===== src/rtl/transducer_pkg.sv =====
// Shared definitions for the multi-channel transducer burst block:
// host command encodings, controller states and default widths.
package transducer_pkg;

  localparam int DEF_N_CH   = 8;
  localparam int DEF_PD_W   = 16;
  localparam int DEF_CT_W   = 9;
  localparam int DEF_NP_W   = 8;
  localparam int DEF_SAFE_W = 10;

  typedef enum logic [1:0] {
    CMD_IDLE  = 2'b00,
    CMD_ARM   = 2'b01,
    CMD_FIRE  = 2'b10,
    CMD_CLEAR = 2'b11
  } cmdT;

  typedef enum logic [1:0] {
    IDLE  = 2'b00,
    ARMED = 2'b01,
    FIRE  = 2'b10,
    DONE  = 2'b11
  } stateT;

  // Channel-index width; a single-channel build still gets a 1-bit index.
  function automatic int chIdxW(input int nCh);
    return (nCh > 1) ? $clog2(nCh) : 1;
  endfunction

endpackage


===== src/rtl/transducer_burst_array_if.sv =====
// Host-side bundle of the burst array: command, shadow config write port,
// burst parameters and the transmit/status outputs.
interface transducer_burst_array_if
  import transducer_pkg::*;
#(
  parameter int N_CH = DEF_N_CH,
  parameter int PD_W = DEF_PD_W,
  parameter int CT_W = DEF_CT_W,
  parameter int NP_W = DEF_NP_W
) ();

  localparam int CH_W = chIdxW(N_CH);

  logic [1:0]      cmd;
  logic            cfg_we;
  logic [CH_W-1:0] cfg_ch;
  logic [PD_W-1:0] cfg_pd;
  logic [CT_W-1:0] cfg_ct;
  logic [NP_W-1:0] burst_np;
  logic [PD_W:0]   burst_period;
  logic [N_CH-1:0] tx_out;
  logic            armed;
  logic            busy;
  logic            done;
  logic            cfg_err;
  logic [N_CH-1:0] safety_err;

  modport master (
    output cmd, cfg_we, cfg_ch, cfg_pd, cfg_ct, burst_np, burst_period,
    input  tx_out, armed, busy, done, cfg_err, safety_err
  );

  modport slave (
    input  cmd, cfg_we, cfg_ch, cfg_pd, cfg_ct, burst_np, burst_period,
    output tx_out, armed, busy, done, cfg_err, safety_err
  );

endinterface


===== src/rtl/tx_channel.sv =====
// One transducer output: active pd/ct, firing-window compare against the shared
// phase, and a consecutive-high safety counter that mutes the pin until cleared.
module tx_channel
  import transducer_pkg::*;
#(
  parameter int PD_W   = DEF_PD_W,
  parameter int CT_W   = DEF_CT_W,
  parameter int SAFE_W = DEF_SAFE_W
) (
  input  logic            clk,
  input  logic            rst,
  input  logic            load,
  input  logic [PD_W-1:0] ldPd,
  input  logic [CT_W-1:0] ldCt,
  input  logic            clearFlags,
  input  logic            run,
  input  logic [PD_W:0]   phase,
  output logic            txOut,
  output logic            safetyErr
);

  localparam int SUM_W = PD_W + 2;

  logic [PD_W-1:0]   pd;
  logic [CT_W-1:0]   ct;
  logic [SAFE_W-1:0] safeCnt;
  logic [SAFE_W-1:0] safeCntNext;
  logic [SUM_W-1:0]  winStart;
  logic [SUM_W-1:0]  winEnd;
  logic [SUM_W-1:0]  phaseExt;
  logic              winHit;
  logic              trip;

  // phase is the value the shared counter takes next cycle, so the registered
  // pin lines up with the phase it belongs to.
  always_comb begin
    phaseExt    = {1'b0, phase};
    winStart    = {2'b00, pd};
    winEnd      = winStart + SUM_W'(ct);
    winHit      = run && (ct != '0) && (phaseExt >= winStart) && (phaseExt < winEnd);
    safeCntNext = txOut ? safeCnt + 1'b1 : '0;
    trip        = safeCntNext[SAFE_W-1];
  end

  always_ff @(posedge clk) begin
    if (rst) begin
      pd        <= '0;
      ct        <= '0;
      safeCnt   <= '0;
      txOut     <= 1'b0;
      safetyErr <= 1'b0;
    end else begin
      if (load) begin
        pd <= ldPd;
        ct <= ldCt;
      end
      if (clearFlags) begin
        safeCnt   <= '0;
        txOut     <= 1'b0;
        safetyErr <= 1'b0;
      end else begin
        safeCnt   <= safeCntNext;
        safetyErr <= safetyErr | trip;
        // a trip landing on a window start still keeps the pin low
        txOut     <= winHit && !safetyErr && !trip;
      end
    end
  end

endmodule


===== src/rtl/transducer_burst_array.sv =====
// Multi-channel transducer burst controller: shadow config, arm validation,
// burst FSM with phase/pulse counters, and N_CH gated output channels.
module transducer_burst_array
  import transducer_pkg::*;
#(
  parameter int N_CH   = DEF_N_CH,
  parameter int PD_W   = DEF_PD_W,
  parameter int CT_W   = DEF_CT_W,
  parameter int NP_W   = DEF_NP_W,
  parameter int SAFE_W = DEF_SAFE_W
) (
  input  logic                    clk,
  input  logic                    rst,
  transducer_burst_array_if.slave bus
);

  localparam int CH_W  = chIdxW(N_CH);
  localparam int SUM_W = PD_W + 2;

  cmdT             cmd;
  stateT           state;
  stateT           stateNext;
  logic [PD_W-1:0] shPd [N_CH];
  logic [CT_W-1:0] shCt [N_CH];
  logic [PD_W:0]   phase;
  logic [PD_W:0]   phaseNext;
  logic [PD_W:0]   periodLat;
  logic [NP_W-1:0] pulse;
  logic [NP_W-1:0] pulseNext;
  logic [NP_W-1:0] npLat;
  logic            armed, armedNext;
  logic            busy, busyNext;
  logic            done, doneNext;
  logic            cfgErr, cfgErrNext;
  logic            armOk;
  logic            loadActive;
  logic            runNext;
  logic            clearFlags;
  logic            lastPhase;
  logic            lastPulse;
  logic [N_CH-1:0] txBits;
  logic [N_CH-1:0] safeBits;

  assign cmd = cmdT'(bus.cmd);

  // An index beyond N_CH-1 matches no entry and the write is dropped.
  always_ff @(posedge clk) begin
    if (rst) begin
      for (int i = 0; i < N_CH; i++) begin
        shPd[i] <= '0;
        shCt[i] <= '0;
      end
    end else if (bus.cfg_we) begin
      for (int i = 0; i < N_CH; i++) begin
        if (bus.cfg_ch == CH_W'(i)) begin
          shPd[i] <= bus.cfg_pd;
          shCt[i] <= bus.cfg_ct;
        end
      end
    end
  end

  // Every enabled channel must close its window inside one period; sum is
  // widened so a large pd+ct cannot wrap past the check.
  always_comb begin
    armOk = (bus.burst_np != '0) && (bus.burst_period != '0);
    for (int i = 0; i < N_CH; i++) begin
      if ((shCt[i] != '0) &&
          (({2'b00, shPd[i]} + SUM_W'(shCt[i])) > SUM_W'(bus.burst_period)))
        armOk = 1'b0;
    end
  end

  assign lastPhase = (phase == periodLat - 1'b1);
  assign lastPulse = (pulse == npLat - 1'b1);

  always_comb begin
    stateNext  = state;
    phaseNext  = phase;
    pulseNext  = pulse;
    armedNext  = armed;
    busyNext   = 1'b0;
    doneNext   = 1'b0;
    cfgErrNext = cfgErr;
    loadActive = 1'b0;
    runNext    = 1'b0;
    clearFlags = 1'b0;

    case (state)
      IDLE: begin
        if (cmd == CMD_ARM) begin
          if (armOk) begin
            loadActive = 1'b1;
            armedNext  = 1'b1;
            stateNext  = ARMED;
          end else begin
            cfgErrNext = 1'b1;
          end
        end
      end

      ARMED, DONE: begin
        if (cmd == CMD_ARM) begin
          if (armOk) begin
            loadActive = 1'b1;
            stateNext  = ARMED;
          end else begin
            cfgErrNext = 1'b1;
          end
        end else if (cmd == CMD_FIRE) begin
          stateNext = FIRE;
          phaseNext = '0;
          pulseNext = '0;
          busyNext  = 1'b1;
          runNext   = 1'b1;
        end
      end

      FIRE: begin
        if ((cmd == CMD_FIRE) || (cmd == CMD_ARM)) begin
          if (cmd == CMD_ARM)
            cfgErrNext = 1'b1;
          busyNext = 1'b1;
          runNext  = 1'b1;
          if (!lastPhase) begin
            phaseNext = phase + 1'b1;
          end else begin
            phaseNext = '0;
            if (lastPulse) begin
              stateNext = DONE;
              busyNext  = 1'b0;
              runNext   = 1'b0;
              doneNext  = 1'b1;
            end else begin
              pulseNext = pulse + 1'b1;
            end
          end
        end else begin
          // dropping fire releases the pins next cycle without a done pulse
          stateNext = ARMED;
        end
      end

      default: stateNext = IDLE;
    endcase

    if (cmd == CMD_CLEAR) begin
      stateNext  = IDLE;
      armedNext  = 1'b0;
      busyNext   = 1'b0;
      doneNext   = 1'b0;
      cfgErrNext = 1'b0;
      runNext    = 1'b0;
      loadActive = 1'b0;
      clearFlags = 1'b1;
    end
  end

  always_ff @(posedge clk) begin
    if (rst) begin
      state     <= IDLE;
      phase     <= '0;
      pulse     <= '0;
      npLat     <= '0;
      periodLat <= '0;
      armed     <= 1'b0;
      busy      <= 1'b0;
      done      <= 1'b0;
      cfgErr    <= 1'b0;
    end else begin
      state  <= stateNext;
      phase  <= phaseNext;
      pulse  <= pulseNext;
      armed  <= armedNext;
      busy   <= busyNext;
      done   <= doneNext;
      cfgErr <= cfgErrNext;
      if (loadActive) begin
        npLat     <= bus.burst_np;
        periodLat <= bus.burst_period;
      end
    end
  end

  for (genvar i = 0; i < N_CH; i++) begin : genCh
    tx_channel #(
      .PD_W  (PD_W),
      .CT_W  (CT_W),
      .SAFE_W(SAFE_W)
    ) uCh (
      .clk       (clk),
      .rst       (rst),
      .load      (loadActive),
      .ldPd      (shPd[i]),
      .ldCt      (shCt[i]),
      .clearFlags(clearFlags),
      .run       (runNext),
      .phase     (phaseNext),
      .txOut     (txBits[i]),
      .safetyErr (safeBits[i])
    );
  end

  assign bus.tx_out     = txBits;
  assign bus.safety_err = safeBits;
  assign bus.armed      = armed;
  assign bus.busy       = busy;
  assign bus.done       = done;
  assign bus.cfg_err    = cfgErr;

endmodule


===== src/flat_wrapper.sv =====
// flat-port wrapper written by rule: the top's interface ports become plain ports
module transducer_burst_array_flat import transducer_pkg::*;
#(
  parameter int N_CH   = DEF_N_CH,
  parameter int PD_W   = DEF_PD_W,
  parameter int CT_W   = DEF_CT_W,
  parameter int NP_W   = DEF_NP_W,
  parameter int SAFE_W = DEF_SAFE_W
)
  (clk, rst, bus_cmd, bus_cfg_we, bus_cfg_ch, bus_cfg_pd, bus_cfg_ct, bus_burst_np, bus_burst_period, bus_tx_out, bus_armed, bus_busy, bus_done, bus_cfg_err, bus_safety_err);
  transducer_burst_array_if #(.N_CH(N_CH), .PD_W(PD_W), .CT_W(CT_W), .NP_W(NP_W)) bus_i ();
  input  logic clk;
  input  logic rst;
  input wire logic [$bits(bus_i.cmd)-1:0] bus_cmd;
  input wire logic [$bits(bus_i.cfg_we)-1:0] bus_cfg_we;
  input wire logic [$bits(bus_i.cfg_ch)-1:0] bus_cfg_ch;
  input wire logic [$bits(bus_i.cfg_pd)-1:0] bus_cfg_pd;
  input wire logic [$bits(bus_i.cfg_ct)-1:0] bus_cfg_ct;
  input wire logic [$bits(bus_i.burst_np)-1:0] bus_burst_np;
  input wire logic [$bits(bus_i.burst_period)-1:0] bus_burst_period;
  output wire logic [$bits(bus_i.tx_out)-1:0] bus_tx_out;
  output wire logic [$bits(bus_i.armed)-1:0] bus_armed;
  output wire logic [$bits(bus_i.busy)-1:0] bus_busy;
  output wire logic [$bits(bus_i.done)-1:0] bus_done;
  output wire logic [$bits(bus_i.cfg_err)-1:0] bus_cfg_err;
  output wire logic [$bits(bus_i.safety_err)-1:0] bus_safety_err;
  assign bus_i.cmd = bus_cmd;
  assign bus_i.cfg_we = bus_cfg_we;
  assign bus_i.cfg_ch = bus_cfg_ch;
  assign bus_i.cfg_pd = bus_cfg_pd;
  assign bus_i.cfg_ct = bus_cfg_ct;
  assign bus_i.burst_np = bus_burst_np;
  assign bus_i.burst_period = bus_burst_period;
  assign bus_tx_out = bus_i.tx_out;
  assign bus_armed = bus_i.armed;
  assign bus_busy = bus_i.busy;
  assign bus_done = bus_i.done;
  assign bus_cfg_err = bus_i.cfg_err;
  assign bus_safety_err = bus_i.safety_err;
  transducer_burst_array #(.N_CH(N_CH), .PD_W(PD_W), .CT_W(CT_W), .NP_W(NP_W), .SAFE_W(SAFE_W)) u_core (.clk(clk), .rst(rst), .bus(bus_i));
endmodule

===== config.mk =====
export PLATFORM = sky130hd
export DESIGN_NAME = transducer_burst_array_flat
export DESIGN_NICKNAME = d
export VERILOG_FILES = /design/src/rtl/transducer_pkg.sv /design/src/rtl/transducer_burst_array_if.sv /design/src/rtl/tx_channel.sv /design/src/rtl/transducer_burst_array.sv /design/src/flat_wrapper.sv
export SDC_FILE = /design/constraint.sdc
export NUM_CORES = 2
export LEC_CHECK = 0
export ABC_CLOCK_PERIOD_IN_PS = 6500
export BUFFER_PORTS_ARGS = -buffer_cell sky130_fd_sc_hd__clkbuf_2
export CORE_AREA = 3 3 369 371
export DETAILED_ROUTE_END_ITERATION = 12
export DIE_AREA = 0 0 372 374
export PLACE_DENSITY = 0.54
export SLEW_MARGIN = 40
export SYNTH_ARGS = -nofsm -noshare
export SYNTH_HDL_FRONTEND = slang
export SYNTH_HIERARCHICAL = 1
export SYNTH_SLANG_ARGS = --single-unit
export TNS_END_PERCENT = 1

===== constraint.sdc =====
create_clock -name clk -period 6.5 [get_ports clk]
set_clock_uncertainty 0.05 [all_clocks]
set_input_delay 0.325 -clock clk [delete_from_list [all_inputs] [get_ports clk]]
set_output_delay 0.325 -clock clk [all_outputs]
set_load 0.01 [all_outputs]

==> impl_results.md <==
- Status: complete, no violations
- First-pass GRT wire length: just under 200000 µm
- Combinational share of power: between 10% and 20%
- Worst setup EP type: register
- Row count: about 130
- Postcts setup bufs: 0
- Data required time of the worst path: 6.94 ns
- Max Clock Freq: 0.1678 GHz
- Switching Fraction: 29.80%
- Register bit count reported by yosys: 552
- Largest net degree at the start of global routing: between 100 and 150
- Synthesized net count: 4987
- Vias in the first global route: between 30000 and 40000
- Seq/Total Area, Yosys: 32.81%
- Sw Pwr: 2.863 mW
- Worst-path fanout max: 41
- Top FF cell, synth: dfxtp_1
- RR Endpoint: u_core/genCh[6].uCh/ct[4]
- P_int: 6.745 mW
- Sequential share of power: between 40% and 50%
- Overall global routing resource usage: 18.50%
- Setup crit start kind: register
- Commonest non-fill, non-tap cell in the layout: nor2_1
- Post-Syn Instances: about 4400
- Starting Density: 29.85%
- Post-route ant nets: 0
- Critical Path End: u_core/genCh[6].uCh/ct[4]
- Share of cells above drive strength 1: 8.368%
- Core ar.: 133300 µm²
- Clk network pwr share: 40.2%
- Final net count: 5088
- Worst-Margin Slew: 0.8914 ns
- Routed WL: 131500 µm
- Hold Vio Cnt, Final: 0
- Via density per instance: 5.302
- Number of port buffers: 77
- CTS sink cnt: 552
- Crit. Startpoint: u_core/shCt[0][0]
- Initial antenna violation count: 5
- Worst Hold Depth: 3
- # setup viols final: 0
- P&R area growth vs syn: 13.83%
- Lkg Pwr: 18.56 nW
- CTS root buf: clkbuf_16
- Critical path class: reg2reg
- DRT Pass-1 Iters: 7
- DRT iter0 DRCs: 2628
- Worst-Skew Late Latency: 0.63 ns
- Mapped cell area: 39780 µm²
- CTS clk-pin slew, worst paths: ~0.060 ns
- CTS tree: done
- Yosys top cell area share: 17.71%
- RR Startpoint: u_core/shCt[0][0]
- Die Ht: roughly 370 µm
- Final setup TNS: 0 ns
- Clk buf depth: 3
- Die W: 372 µm
- Largest cells by area after synthesis: dfxtp_1 18%, ha_1 17%, edfxtp_1 15%
- WL/cell: between 20 and 25 µm
- Slew Limit Fails: 0
- Htree depth: 3
- Total Power: 9.609 mW
- Grt ovf: 0
- Fill count: about 14000
- GPL Wtd Cong: roughly 0.87
- Worst slew margin: approximately two fifths
- # Max-Cap Violations: 0
- Hpwl dp: 97050 µm
- Number of distinct library cells after synthesis: 93
- RSZ-0062 raised after global routing: false
- Setup ws final: between 0.5 and 0.6 ns
- Reg2Reg Depth: 23
- CP arrival: approximately 6.4 ns
- DP Worst Slack: 0.5102 ns
- Yosys top cell by area: dfxtp_1
- Tmin final: slightly below 6 ns
- DRC Markers: 0
- Most frequent cells in the layout: 567 x nor2_1, 551 x ha_1, 352 x dfxtp_1
- Detailed-route via count: 33330
- Die outline area: 139100 µm²
- Asr flop ratio synth: 0%
- Synth Warn #: 6
- Number of flops mapped to enable cells by yosys: 200
- Worst VDD drop: 0.0002013 V
- I/O pin total: 78
- Final cycle utilization of the critical path: between 90 and 100%
- HP Class: in2reg
- Cts bufs inserted: 68
- Total power density per cell area: 212.2 nW/µm²
- Avg Cell Area, Syn: around 9.1 µm²
- R2r setup slk: between 0.5 and 0.6 ns
power by group through the flow:
stage	Combinational [mW]	Clock, mW	Sequential [mW]
after detailed placement	1.79	0	3.99
after global routing	2.04	4.10	3.93
final	1.83	3.86	3.92
after CTS	1.81	3.97	3.92
after global placement	1.75	0	3.99
after floorplan	1.30	0	3.90
worst min-delay path by stage:
stage	start	to	slack, ns
after CTS	bus_burst_period[15]	u_core/periodLat[15]	0.01
after floorplan	u_core/genCh[6].uCh/safeCnt[0]	u_core/genCh[6].uCh/safeCnt[0]	0.38
after detailed placement	u_core/genCh[6].uCh/safeCnt[0]	u_core/genCh[6].uCh/safeCnt[0]	0.40
after global placement	u_core/genCh[6].uCh/safeCnt[0]	u_core/genCh[6].uCh/safeCnt[0]	0.39
final	bus_burst_period[15]	u_core/periodLat[15]	0.06
after global routing	bus_burst_period[11]	u_core/periodLat[11]	0.05
registers in the layout (all words and copies together) (netlist names), 2 cells and up:
name,cells
u_core/genCh.uCh/safeCnt,80
u_core/pulse,8
u_core/periodLat,17
u_core/phase,17
u_core/genCh.uCh/ct,72
u_core/state,2
u_core/genCh.uCh/safetyErr,8
u_core/shPd,128
u_core/npLat,8
u_core/genCh.uCh/txOut,8
u_core/shCt,72
u_core/genCh.uCh/pd,128
Yosys cell counts, types with 9 or more instances:
master / number
clkbuf_1: 102
nor2_1: 568
or4_1: 14
xnor2_1: 137
nor3_1: 113
o211a_1: 14
a31oi_1: 53
o31ai_1: 31
and3_2: 12
o21ai_0: 101
and3_1: 34
a21o_1: 130
a2111oi_0: 16
a311oi_1: 15
nor3b_1: 15
mux2i_1: 204
and2_1: 20
nand3_1: 118
a211oi_1: 29
buf_2: 26
nand3b_1: 9
or3_1: 23
and4_1: 24
inv_1: 268
o21bai_1: 26
ha_1: 552
nand4_1: 126
edfxtp_1: 200
a2111oi_4: 13
a41oi_1: 13
o221ai_1: 20
or2_2: 9
fa_1: 16
o21a_1: 21
xor2_1: 146
o22ai_1: 9
nand2b_1: 44
nand2_1: 235
a21oi_1: 283
a211o_1: 9
dfxtp_1: 352
nor2b_1: 39
nor4_1: 29
stage by stage:
| stage | hold slack [ns] | util, % | instance area [µm²] | instances |
|---|---|---|---|---|
| 2_1_floorplan | 0.3762 | - | 39780 | 4361 |
| 3_3_place_gp | 0.3949 | 32.03 | 42690 | 6137 |
| 3_5_place_dp | 0.4032 | 32.13 | 42820 | 6140 |
| 4_1_cts | 0.01273 | 33.97 | 45280 | 6285 |
| 5_1_grt | 0.05365 | 33.97 | 45280 | 6285 |
| 6_report | 0.06163 | 33.97 | 45280 | 6286 |
metal layers:
metal  wire, µm  share of wire (%)  global-route usage, %  vias up
met1      62590                 48                  26.23    16130
met5          0                  0                      0        -
li1           -                  -                      -    16130
met4       4344                3.3                  6.301        0
met2      57550                 44                  28.84      894
met3       6976                5.3                  2.259      170
layout make-up:
class | instances | area [µm²] | share of cell area, %
multi-input cells | 3404 | 25460 | 56.22
flip-flops and latches | 552 | 13050 | 28.82
well taps | 1768 | 2212 | 4.885
clock buffers | 100 | 2008 | 4.435
repair buffers | 168 | 1292 | 2.854
inverters | 268 | 1008 | 2.227
clock inverters | 25 | 251.5 | 0.5554
diodes | 1 | 2.502 | 0.005526
logic make-up (layout without fill, tap and decap cells):
| group | Yosys count | in the layout | share of synthesized area (%) |
|---|---|---|---|
| flip-flops | 552 | 552 | 32.81 |
| multiplexers | 205 | 205 | 5.161 |
| buffers and inverters | 405 | 561 | 3.997 |
| XOR/XNOR | 284 | 284 | 6.271 |
| AO/OA/AOI/OAI | 875 | 875 | 15.44 |
| other | 0 | 1 | 0 |
| AND/OR/NAND/NOR | 1472 | 1472 | 18.16 |
| adder cells (fa/ha/maj) | 568 | 568 | 18.17 |
repair_timing:
action,4_1_cts,5_1_grt
hold buffers,20,0
resized for setup,0,1
setup endpoints to repair,0,1
endpoints found under the hold margin,20,0
critical path: stages (launching register included):
cell	delay, ns
edfxtp_1	0.38
ha_1	0.17
inv_1	0.05
fa_1	0.42
nor2b_1	0.13
o21ai_0	0.11
a21boi_0	0.26
o21ai_0	0.14
a21boi_1	0.26
o2111ai_1	0.19
a21oi_1	0.23
xor2_1	0.18
ha_1	0.27
a21o_1	0.17
a21o_1	0.17
a22oi_1	0.12
or4b_2	0.63
a22oi_1	0.30
nand2_1	0.11
nor4_2	0.44
buf_4	0.35
buf_12	0.30
mux2i_1	0.25
nor2_1	0.06
(Power assumes the default switching activity.)
